==> src/rtl/vip_featuremap_pkg.sv <==
// Shared constants, types and float helpers for the feature-map ReLU + max-pool stage.
package vip_featuremap_pkg;

  localparam int          FP_SIGN_BIT = 31;
  localparam logic [31:0] FP_ZERO     = 32'h0;
  localparam int          FM_WIDTH    = 112;
  localparam int          FM_HEIGHT   = 112;

  typedef logic [31:0] fp32_t;

  // One captured pixel plus the position flags the pooling logic needs.
  typedef struct packed {
    logic  valid;
    logic  col_odd;
    logic  row_odd;
    logic  last;     // final pixel of the frame
    fp32_t px;       // already passed through ReLU
  } stage1_t;

  // Negative values, -0 and negative NaNs all clamp to +0.
  function automatic fp32_t relu_fp(input fp32_t x);
    return x[FP_SIGN_BIT] ? FP_ZERO : x;
  endfunction

  // Valid only for non-negative floats: their bit patterns order like unsigned integers.
  function automatic fp32_t max_nonneg_fp(input fp32_t a, input fp32_t b);
    return (a > b) ? a : b;
  endfunction

endpackage

==> src/rtl/vip_featuremap_line_buffer.sv <==
// Simple dual-port RAM holding one row of horizontal partial maxima.
module vip_featuremap_line_buffer
  import vip_featuremap_pkg::*;
#(
  parameter int DWIDTH = 32,
  parameter int DEPTH  = FM_WIDTH / 2,
  parameter int AW     = (DEPTH > 1) ? $clog2(DEPTH) : 1
) (
  input  logic              clock,
  input  logic              wr_en,
  input  logic [AW-1:0]     wr_addr,
  input  logic [DWIDTH-1:0] wr_data,
  input  logic              rd_en,
  input  logic [AW-1:0]     rd_addr,
  output logic [DWIDTH-1:0] rd_data
);

  logic [DWIDTH-1:0] mem [DEPTH];
  logic [DWIDTH-1:0] rd_data_q;

  // Synchronous write and registered read.
  // NOTE: memory and its read register have no reset; every entry is written by an even row before an odd row reads it, so reset would only cost RAM inference.
  always_ff @(posedge clock) begin
    if (wr_en) mem[wr_addr] <= wr_data;
    if (rd_en) rd_data_q    <= mem[rd_addr];
  end

  assign rd_data = rd_data_q;

endmodule

==> src/rtl/vip_featuremap_relu_maxpool2x2.sv <==
// Streaming ReLU followed by 2x2 / stride-2 max-pool between two FIFOs.
// Pixel pipeline: pop (cycle t) -> data on in_rdata (t+1) -> stage 1 regs (t+2) -> output regs (t+3).
module vip_featuremap_relu_maxpool2x2
  import vip_featuremap_pkg::*;
#(
  parameter int DWIDTH = 32,
  parameter int WIDTH  = FM_WIDTH,
  parameter int HEIGHT = FM_HEIGHT
) (
  input  logic              clock,
  input  logic              reset,
  input  logic [DWIDTH-1:0] in_rdata,
  input  logic              in_empty,
  output logic              in_rdreq,
  output logic [DWIDTH-1:0] out_wdata,
  output logic              out_wrreq,
  input  logic              out_full,
  output logic              frame_done
);

  localparam int COL_W    = $clog2(WIDTH);
  localparam int ROW_W    = $clog2(HEIGHT);
  localparam int LB_DEPTH = WIDTH / 2;
  localparam int LB_AW    = (LB_DEPTH > 1) ? $clog2(LB_DEPTH) : 1;

  logic              rd_pend_q, rd_pend_d;   // a popped pixel is on in_rdata this cycle
  logic [COL_W-1:0]  col_q, col_d;
  logic [ROW_W-1:0]  row_q, row_d;
  stage1_t           s1_q, s1_d;
  logic [LB_AW-1:0]  s1_addr_q, s1_addr_d;
  fp32_t             h_q, h_d;               // ReLU'd even-column pixel awaiting its partner
  fp32_t             out_wdata_q, out_wdata_d;
  logic              out_wrreq_q, out_wrreq_d;
  logic              frame_done_q, frame_done_d;

  logic              col_last, row_last;
  logic [LB_AW-1:0]  lb_addr;
  fp32_t             hmax;
  fp32_t             lb_rd_data;
  logic              lb_wr_en;

  assign col_last = (col_q == COL_W'(WIDTH - 1));
  assign row_last = (row_q == ROW_W'(HEIGHT - 1));
  assign lb_addr  = LB_AW'(col_q >> 1);

  // Pop whenever data exists and the downstream FIFO still has slack.
  assign in_rdreq  = !in_empty && !out_full && !reset;
  assign rd_pend_d = in_rdreq;

  // Raster position of the pixel currently arriving on in_rdata.
  // NOTE: every combinational output is given a default first, so no path leaves it unassigned and no latch is inferred.
  always_comb begin
    col_d = col_q;
    row_d = row_q;
    if (rd_pend_q) begin
      if (col_last) begin
        col_d = '0;
        row_d = row_last ? '0 : row_q + ROW_W'(1);
      end else begin
        col_d = col_q + COL_W'(1);
      end
    end
  end

  // Stage 1 capture: ReLU the arriving pixel and tag it with its position.
  always_comb begin
    s1_d         = '0;
    s1_d.valid   = rd_pend_q;
    s1_d.col_odd = col_q[0];
    s1_d.row_odd = row_q[0];
    s1_d.last    = col_last && row_last;
    s1_d.px      = relu_fp(in_rdata);
    s1_addr_d    = lb_addr;
  end

  // Line-buffer read is launched alongside stage-1 capture so it lines up with stage 1.
  vip_featuremap_line_buffer #(
    .DWIDTH (DWIDTH),
    .DEPTH  (LB_DEPTH),
    .AW     (LB_AW)
  ) u_line_buffer (
    .clock   (clock),
    .wr_en   (lb_wr_en),
    .wr_addr (s1_addr_q),
    .wr_data (hmax),
    .rd_en   (rd_pend_q),
    .rd_addr (lb_addr),
    .rd_data (lb_rd_data)
  );

  // Pooling: hold even columns, fold odd columns, store on even rows, emit on odd rows.
  always_comb begin
    hmax         = max_nonneg_fp(h_q, s1_q.px);
    h_d          = h_q;
    lb_wr_en     = 1'b0;
    out_wrreq_d  = 1'b0;
    frame_done_d = 1'b0;
    out_wdata_d  = out_wdata_q;
    if (s1_q.valid) begin
      if (!s1_q.col_odd) begin
        h_d = s1_q.px;
      end else if (!s1_q.row_odd) begin
        lb_wr_en = 1'b1;
      end else begin
        out_wrreq_d  = 1'b1;
        out_wdata_d  = max_nonneg_fp(lb_rd_data, hmax);
        frame_done_d = s1_q.last;
      end
    end
  end

  // State registers; reset drops any pixel in flight and restarts at (row 0, col 0).
  // NOTE: sequential state uses non-blocking assignments so every flop samples pre-edge values.
  always_ff @(posedge clock or posedge reset) begin
    if (reset) begin
      rd_pend_q    <= 1'b0;
      col_q        <= '0;
      row_q        <= '0;
      s1_q         <= '0;
      s1_addr_q    <= '0;
      h_q          <= FP_ZERO;
      out_wdata_q  <= FP_ZERO;
      out_wrreq_q  <= 1'b0;
      frame_done_q <= 1'b0;
    end else begin
      rd_pend_q    <= rd_pend_d;
      col_q        <= col_d;
      row_q        <= row_d;
      s1_q         <= s1_d;
      s1_addr_q    <= s1_addr_d;
      h_q          <= h_d;
      out_wdata_q  <= out_wdata_d;
      out_wrreq_q  <= out_wrreq_d;
      frame_done_q <= frame_done_d;
    end
  end

  assign out_wdata  = out_wdata_q;
  assign out_wrreq  = out_wrreq_q;
  assign frame_done = frame_done_q;

endmodule
==> config.mk <==
export PLATFORM = sky130hd
export DESIGN_NAME = vip_featuremap_relu_maxpool2x2
export DESIGN_NICKNAME = d
export VERILOG_FILES = /design/src/rtl/vip_featuremap_pkg.sv /design/src/rtl/vip_featuremap_line_buffer.sv /design/src/rtl/vip_featuremap_relu_maxpool2x2.sv
export SDC_FILE = /design/constraint.sdc
export NUM_CORES = 2
export LEC_CHECK = 0
export BUFFER_PORTS_ARGS = -buffer_cell sky130_fd_sc_hd__buf_2
export CAP_MARGIN = 20
export CORE_MARGIN = 1
export CORE_UTILIZATION = 40
export DETAILED_ROUTE_END_ITERATION = 10
export PLACE_DENSITY_LB_ADDON = 0.05
export SETUP_SLACK_MARGIN = 0.2
export SKIP_CTS_REPAIR_TIMING = 1
export SKIP_LAST_GASP = 1
export SLEW_MARGIN = 20
export SYNTH_ARGS = -nofsm -noshare
export SYNTH_HDL_FRONTEND = slang
export SYNTH_SLANG_ARGS = --single-unit
==> constraint.sdc <==
create_clock -name clock -period 5.2 [get_ports clock]
set_input_delay 0.52 -clock clock [delete_from_list [all_inputs] [get_ports clock]]
set_output_delay 0.52 -clock clock [all_outputs]
set_load 0.1 [all_outputs]
### Word-level counts from Yosys, hierarchy flattened

Memory sizes are Yosys's and may differ from the RTL's. A register that Yosys moved wholly into a read port is not among the register bits.
Index checks and enable logic that the tools add are counted.

* $add $sub $neg: 2
* magnitude comparators: 2
* equality and inequality tests: 2
* muxes and demuxes: 16
* bitwise operators: 1
* reduce and logical (&&, ||, !) cells: 9

Operators with widths (count)
* two-way mux 31 bit: 2
* > comparator 32 bit: 1
* two-way mux 32 bit: 1
* > comparator 31 bit: 1
* adder 7 x 1 -> 7 bit (second input constant): 2
* == test 7 bit (second input constant): 2
* two-way mux 7 bit: 2
* two-way mux 1 bit: 11
* AND reduction 2 bit: 2
* logical AND 1 bit: 3
* logical NOT 1 bit: 3
* AND reduction 3 bit: 1
* inverter 1 bit: 1

* register bits after elaboration: 153
* RAM bits: 1736
* output and inout port bits: 35
* logic and storage cells: 47
* memories kept: 1

Memories
* u_line_buffer.mem: words 56, bits a word 31, rd ports 1, clocked after memory_dff 1, write ports 1, line vip_featuremap_line_buffer.sv:18 `logic [DWIDTH-1:0] mem [DEPTH];`

### Depth between registers and ports, before layout

* depth in word-level cells: 5
* mapped depth: 20
* mapped depth without buffers: 17

### By module

From an unflattened synthesis, not the netlist that was laid out.

* cell total of the unflattened synthesis: 4022
* area total of the unflattened synthesis: 77217.8 um2

By module, submodules not included
* vip_featuremap_line_buffer: times used 1, cells an instance 3393, area an instance 70328.7 um2
* vip_featuremap_relu_maxpool2x2: times used 1, cells an instance 629, area an instance 6889.1 um2

### Worst setup path before layout

OpenSTA, ideal clock, no wires.

* path kind: register to register
* start: register s1_q[22] (netlist bit)
* end: register out_wdata_q[10] (netlist: out_wdata[10])
* setup time: 0.087 ns
* data arrival time: 4.215 ns
* path slack: 0.899 ns
* stages on the path, launching flop included: 21
* buffers on the path: 4
* cells stage by stage: dfrtp_1 -> inv_1 -> ha_1 -> a21oi_1 -> o21ai_0 -> a221oi_1 -> o211ai_1 -> o21ai_1 -> buf_2 -> mux2i_1 -> inv_1 -> ha_1 -> nand4_1 -> nor2_1 -> nand3_1 -> and2_0 -> clkbuf_1 -> or3_1 -> clkbuf_1 -> clkbuf_1 -> o211ai_1

* cells in the longest elaborated chain, start to end: 4

Ends and longest elaborated chain
* start: declaration: line vip_featuremap_relu_maxpool2x2.sv:29 `stage1_t s1_q, s1_d;`
* start signal: assignment: line vip_featuremap_relu_maxpool2x2.sv:119 `s1_q <= '0;`
* start signal: assignment: line vip_featuremap_relu_maxpool2x2.sv:129 `s1_q <= s1_d;`
* > comparator 31 bit: line vip_featuremap_pkg.sv:27 `return (a > b) ? a : b;`
* two-way mux 31 bit: line vip_featuremap_pkg.sv:27
* named net hmax[0]: line vip_featuremap_relu_maxpool2x2.sv:38 `fp32_t hmax;`
* > comparator 32 bit: line vip_featuremap_pkg.sv:27
* two-way mux 32 bit: line vip_featuremap_pkg.sv:27
* end signal: assignment: line vip_featuremap_relu_maxpool2x2.sv:132 `out_wdata_q <= out_wdata_d;`
* end: declaration: line vip_featuremap_relu_maxpool2x2.sv:32 `fp32_t out_wdata_q, out_wdata_d;`

The timed path passes the listed nets, and every way through them passes these cells.
A chain may end at the register's enable or synchronous reset.

### Final worst setup path

* start: register s1_q[4] (netlist bit)
* end: register out_wdata_q[18] (netlist: out_wdata[18])

* cells in the longest elaborated chain, start to end: 4

Ends and longest elaborated chain (line)
* > comparator 31 bit: vip_featuremap_pkg.sv:27
* two-way mux 31 bit (*): vip_featuremap_pkg.sv:27
* > comparator 32 bit: vip_featuremap_pkg.sv:27
* two-way mux 32 bit (*): vip_featuremap_pkg.sv:27

Every way passes the cells marked *; elsewhere a longest branch is shown, timed or not.

==> report_table.html <==
<table>
<tr><th>Metric</th><th>Value</th></tr>
<tr><th colspan="2">Detailed routing</th></tr>
<tr><td>Via count</td><td>34,300</td></tr>
<tr><td>Sum of routed wire length over all layers</td><td>191,000 um</td></tr>
<tr><td>Number of DRC markers after the initial detailed-route iteration</td><td>2,880</td></tr>
<tr><td>First drt pass iteration count</td><td>7</td></tr>
<tr><td>Routed length per instance</td><td>31.5 um</td></tr>
<tr><td>Remaining number of nets flagged by the antenna check after routing</td><td>0</td></tr>
<tr><td>Avg Vias per Cell</td><td>5.66</td></tr>
<tr><td>DR DRC count</td><td>0</td></tr>
<tr><th colspan="2">Global routing</th></tr>
<tr><td>Number of antenna violations at the first check in global routing</td><td>12</td></tr>
<tr><td>Total global-route track usage</td><td>20.9%</td></tr>
<tr><td>Largest net degree at the start of global routing</td><td>62</td></tr>
<tr><td>Global-route wire length before repair</td><td>272,000 um</td></tr>
<tr><td>Number of global-route vias before repair</td><td>35,900</td></tr>
<tr><td>GRT overflow</td><td>0</td></tr>
<tr><th colspan="2">Synth</th></tr>
<tr><td>Number of nets in the synthesized netlist</td><td>3,318</td></tr>
<tr><td>Synth Cell Area</td><td>73,400 um^2</td></tr>
<tr><td>Per-instance average area after synthesis</td><td>22.8 um^2</td></tr>
<tr><td>Sequential fraction of the synthesis area</td><td>76.4%</td></tr>
<tr><td>Most numerous cell types in the synthesized netlist</td><td>sky130_fd_sc_hd__edfxtp_1 (1,767), sky130_fd_sc_hd__mux4_2 (558), sky130_fd_sc_hd__dfrtp_1 (120)</td></tr>
<tr><td>Asr flop ratio synth</td><td>6.36%</td></tr>
<tr><td>Cell accounting for the most synthesized area</td><td>sky130_fd_sc_hd__edfxtp_1</td></tr>
<tr><td>YS warnings</td><td>0</td></tr>
<tr><td>Synth cell types</td><td>45</td></tr>
<tr><td>Number of flops mapped to enable cells by yosys</td><td>1,767</td></tr>
<tr><td>Most frequent cell after synthesis</td><td>sky130_fd_sc_hd__edfxtp_1</td></tr>
<tr><td>Synth top area share</td><td>72.3%</td></tr>
<tr><td>Top FF cell, synth</td><td>sky130_fd_sc_hd__edfxtp_1</td></tr>
<tr><td>Number of instances in the synthesized netlist</td><td>3,218</td></tr>
<tr><td>Cell types occupying the most area after synthesis</td><td>sky130_fd_sc_hd__edfxtp_1 (72%), sky130_fd_sc_hd__mux4_2 (17%), sky130_fd_sc_hd__dfrtp_1 (4.1%)</td></tr>
<tr><td>Synthesized flop and latch total</td><td>1,887</td></tr>
<tr><th colspan="2">Finish</th></tr>
<tr><td>Non-filler instance count after layout</td><td>6,058</td></tr>
<tr><td>Area delta synth-&gt;final</td><td>15.3%</td></tr>
<tr><td>Sequential Area</td><td>56,100 um^2</td></tr>
<tr><td>Multi-input gate area</td><td>16,700 um^2</td></tr>
<tr><td>Filler Cells Inserted</td><td>14,900</td></tr>
<tr><td>NumNets Final</td><td>3,617</td></tr>
<tr><td>Share of layout cells above drive strength 1</td><td>31.7%</td></tr>
<tr><th colspan="2">Placement</th></tr>
<tr><td>Total instance count after detailed placement</td><td>5,649</td></tr>
<tr><td>HPWL Detailed</td><td>111,000 um</td></tr>
<tr><td>Port Buffer Count</td><td>69</td></tr>
<tr><td>Final Wtd Congestion</td><td>0.828</td></tr>
<tr><th colspan="2">Power</th></tr>
<tr><td>Worst ir drop on vdd</td><td>257 uV</td></tr>
<tr><td>Power density over cell area</td><td>485 nW/um^2</td></tr>
<tr><td>Static leakage power</td><td>0.0272 uW</td></tr>
<tr><th colspan="2">Clocking</th></tr>
<tr><td>Maximum clock path buffer count</td><td>3</td></tr>
<tr><td>Total number of clock tree sinks</td><td>1,887</td></tr>
<tr><td>CTS tree</td><td>built</td></tr>
<tr><td>Clock-pin slew reported for the worst setup and hold paths after clock tree synthesis</td><td>60 ps</td></tr>
<tr><td>Number of buffers created by CTS</td><td>201</td></tr>
<tr><td>H-tree depth reported by CTS</td><td>4</td></tr>
<tr><td>Clk Latency, worst-skew pair</td><td>820 ps</td></tr>
<tr><td>Clock tree root buffer cell</td><td>sky130_fd_sc_hd__clkbuf_16</td></tr>
<tr><th colspan="2">Floorplanning</th></tr>
<tr><td>Total number of placement rows</td><td>156</td></tr>
<tr><td>Overall die height</td><td>430 um</td></tr>
<tr><td>I/O pin total</td><td>71</td></tr>
<tr><td>Die Outline Area</td><td>185,000 um^2</td></tr>
<tr><td>Core region area</td><td>182,000 um^2</td></tr>
<tr><td>Die outline width</td><td>430 um</td></tr>
<tr><td>Initial core utilization</td><td>40.5%</td></tr>
<tr><th colspan="2">Timing</th></tr>
<tr><td>Tightest Pin Transition</td><td>1060 ps</td></tr>
<tr><td>Worst slew slack as a fraction of its limit</td><td>29.1%</td></tr>
<tr><td>Setup TNS</td><td>0 ps</td></tr>
<tr><td>Number of failing hold endpoints at the final stage</td><td>0</td></tr>
<tr><td>Max-slew violation count</td><td>0</td></tr>
<tr><td>Post-layout min period</td><td>4650 ps</td></tr>
<tr><td>Fin crit share</td><td>89.4%</td></tr>
<tr><td>Setup-violating endpoint count in the final report</td><td>0</td></tr>
<tr><td>Clock skew</td><td>25.0 ps</td></tr>
<tr><td>Unrepaired setup endpoints after global routing</td><td>false</td></tr>
<tr><td>Achievable Freq</td><td>0.215 GHz</td></tr>
<tr><th colspan="2">Status</th></tr>
<tr><td>Result of the run</td><td>finished clean</td></tr>
<tr><th colspan="2">Worst setup path</th></tr>
<tr><td>Type of element launching the critical path</td><td>flop</td></tr>
<tr><td>Worst Path Max Fanout</td><td>26</td></tr>
<tr><td>Setup crit start</td><td>s1_q[4]</td></tr>
<tr><td>Number of cells on the worst reg-to-reg path</td><td>18</td></tr>
<tr><td>CP required</td><td>5920 ps</td></tr>
<tr><td>R2r startpoint</td><td>s1_q[4]</td></tr>
<tr><td>WP data arrival</td><td>5360 ps</td></tr>
<tr><td>Crit path capture type</td><td>flop</td></tr>
<tr><td>CP Class</td><td>flop to flop</td></tr>
<tr><td>Setup slack of the worst register-to-register path</td><td>550 ps</td></tr>
<tr><th colspan="2">Job</th></tr>
<tr><td>Max-cap violation count</td><td>0</td></tr>
<tr><th colspan="2">Min path</th></tr>
<tr><td>Launch instance of the worst min-delay path</td><td>in_rdata[31]</td></tr>
<tr><td>Min-delay worst type</td><td>input port to flop</td></tr>
<tr><td>Hold path cells</td><td>2</td></tr>
</table>
critical path, cell delays in order, from the launching register on:
cell and delay, ps:
sky130_fd_sc_hd__dfrtp_1 350, sky130_fd_sc_hd__inv_1 60, sky130_fd_sc_hd__ha_1 310, sky130_fd_sc_hd__a211oi_1 200, sky130_fd_sc_hd__nor2_1 90, sky130_fd_sc_hd__o311ai_2 290
sky130_fd_sc_hd__buf_4 160, sky130_fd_sc_hd__a21boi_0 140, sky130_fd_sc_hd__o21ai_4 350, sky130_fd_sc_hd__buf_4 220, sky130_fd_sc_hd__mux2i_1 390, sky130_fd_sc_hd__ha_1 320
sky130_fd_sc_hd__a21o_1 170, sky130_fd_sc_hd__a211oi_1 330, sky130_fd_sc_hd__o211ai_1 150, sky130_fd_sc_hd__and2_1 180, sky130_fd_sc_hd__or3_1 410, sky130_fd_sc_hd__buf_12 190
sky130_fd_sc_hd__o211ai_1 210
cell families (layout without fill, tap and decap cells):
group                    Yosys count  in the layout  share of synthesized area (%)
AND/OR/NAND/NOR                  250            250                           1.59
AO/OA/AOI/OAI                    155            155                           1.35
XOR/XNOR                           4              4                         0.0477
flip-flops                      1887           1887                           76.4
adder cells (fa/ha/maj)           64             64                           1.09
other                              1              6                        0.00511
buffers and inverters            234            699                           1.50
multiplexers                     623            623                           18.1
cells in the final DEF (no fill, tap or decap), types with 21 or more instances in the layout:
| master | count |
|---|---|
| sky130_fd_sc_hd__clkbuf_1 | 44 |
| sky130_fd_sc_hd__mux4_2 | 558 |
| sky130_fd_sc_hd__o21ai_0 | 44 |
| sky130_fd_sc_hd__a21oi_1 | 24 |
| sky130_fd_sc_hd__mux2i_1 | 30 |
| sky130_fd_sc_hd__inv_1 | 65 |
| sky130_fd_sc_hd__buf_4 | 132 |
| sky130_fd_sc_hd__nor2_4 | 56 |
| sky130_fd_sc_hd__clkinv_1 | 50 |
| sky130_fd_sc_hd__dfrtp_1 | 113 |
| sky130_fd_sc_hd__nor2b_1 | 34 |
| sky130_fd_sc_hd__o211ai_1 | 66 |
| sky130_fd_sc_hd__mux2_2 | 33 |
| sky130_fd_sc_hd__ha_1 | 64 |
| sky130_fd_sc_hd__dlygate4sd3_1 | 34 |
| sky130_fd_sc_hd__bufinv_16 | 21 |
| sky130_fd_sc_hd__clkinv_2 | 33 |
| sky130_fd_sc_hd__buf_2 | 69 |
| sky130_fd_sc_hd__buf_12 | 28 |
| sky130_fd_sc_hd__clkbuf_16 | 202 |
| sky130_fd_sc_hd__edfxtp_1 | 1767 |
| sky130_fd_sc_hd__nand2_1 | 91 |
power breakdown:
part           total, uW  internal, uW  switching, uW
sequential         17900         17600            334
clock              14000          8180           5860
combinational       9120          4030           5090
total              41000         29800          11300
final cells by class:
type	instances	share of cell area, %
Clock buffer	248	6.20
Timing Repair Buffer	263	2.64
Sequential cell	1887	66.2
Antenna cell	5	0.0148
Tap cell	2370	3.50
Multi-Input combinational cell	1097	19.8
Inverter	67	0.300
Clock inverter	121	1.37
metal layers:
metal  up-vias  global-route usage [%]  part of all wire [%]
li1      14200                       -                     -
met1     19000                    29.4                    44
met2       886                    34.0                    49
met5         -                       0                     0
met3       219                    3.84                   5.4
met4         0                    4.43                   1.7
state kept, by name, summed over array words and instances (netlist names):
name	cells
u_line_buffer.mem	1736
s1_q	35
h_q	31
out_wdata	31
u_line_buffer.rd_data	31
col_q	7
row_q	7
s1_addr_q	6
frame_done	1
out_wrreq	1
rd_pend_q	1
final timing paths:
check                                end
hold reg to reg                 s1_q[33]
setup / recovery           out_wdata[18]
max in group asynchronous        h_q[10]
hold / removal                  s1_q[16]
min in group asynchronous       s1_q[32]
setup reg to reg           out_wdata[18]
stage by stage:
stage               hold slack [ps]  setup slack [ps]  cell area [um^2]  utilization, %  power (uW)
floorplan                       349               899             73400               -       24000
global placement                446               234             77900            42.9       27300
detailed placement              450               258             77900            42.9       27500
CTS                            -216               260             84300            46.4       41600
global route                    201               276             84700            46.6       42600
finish                          207               553             84700            46.7       41000
Power figures use the tool's default switching activity.
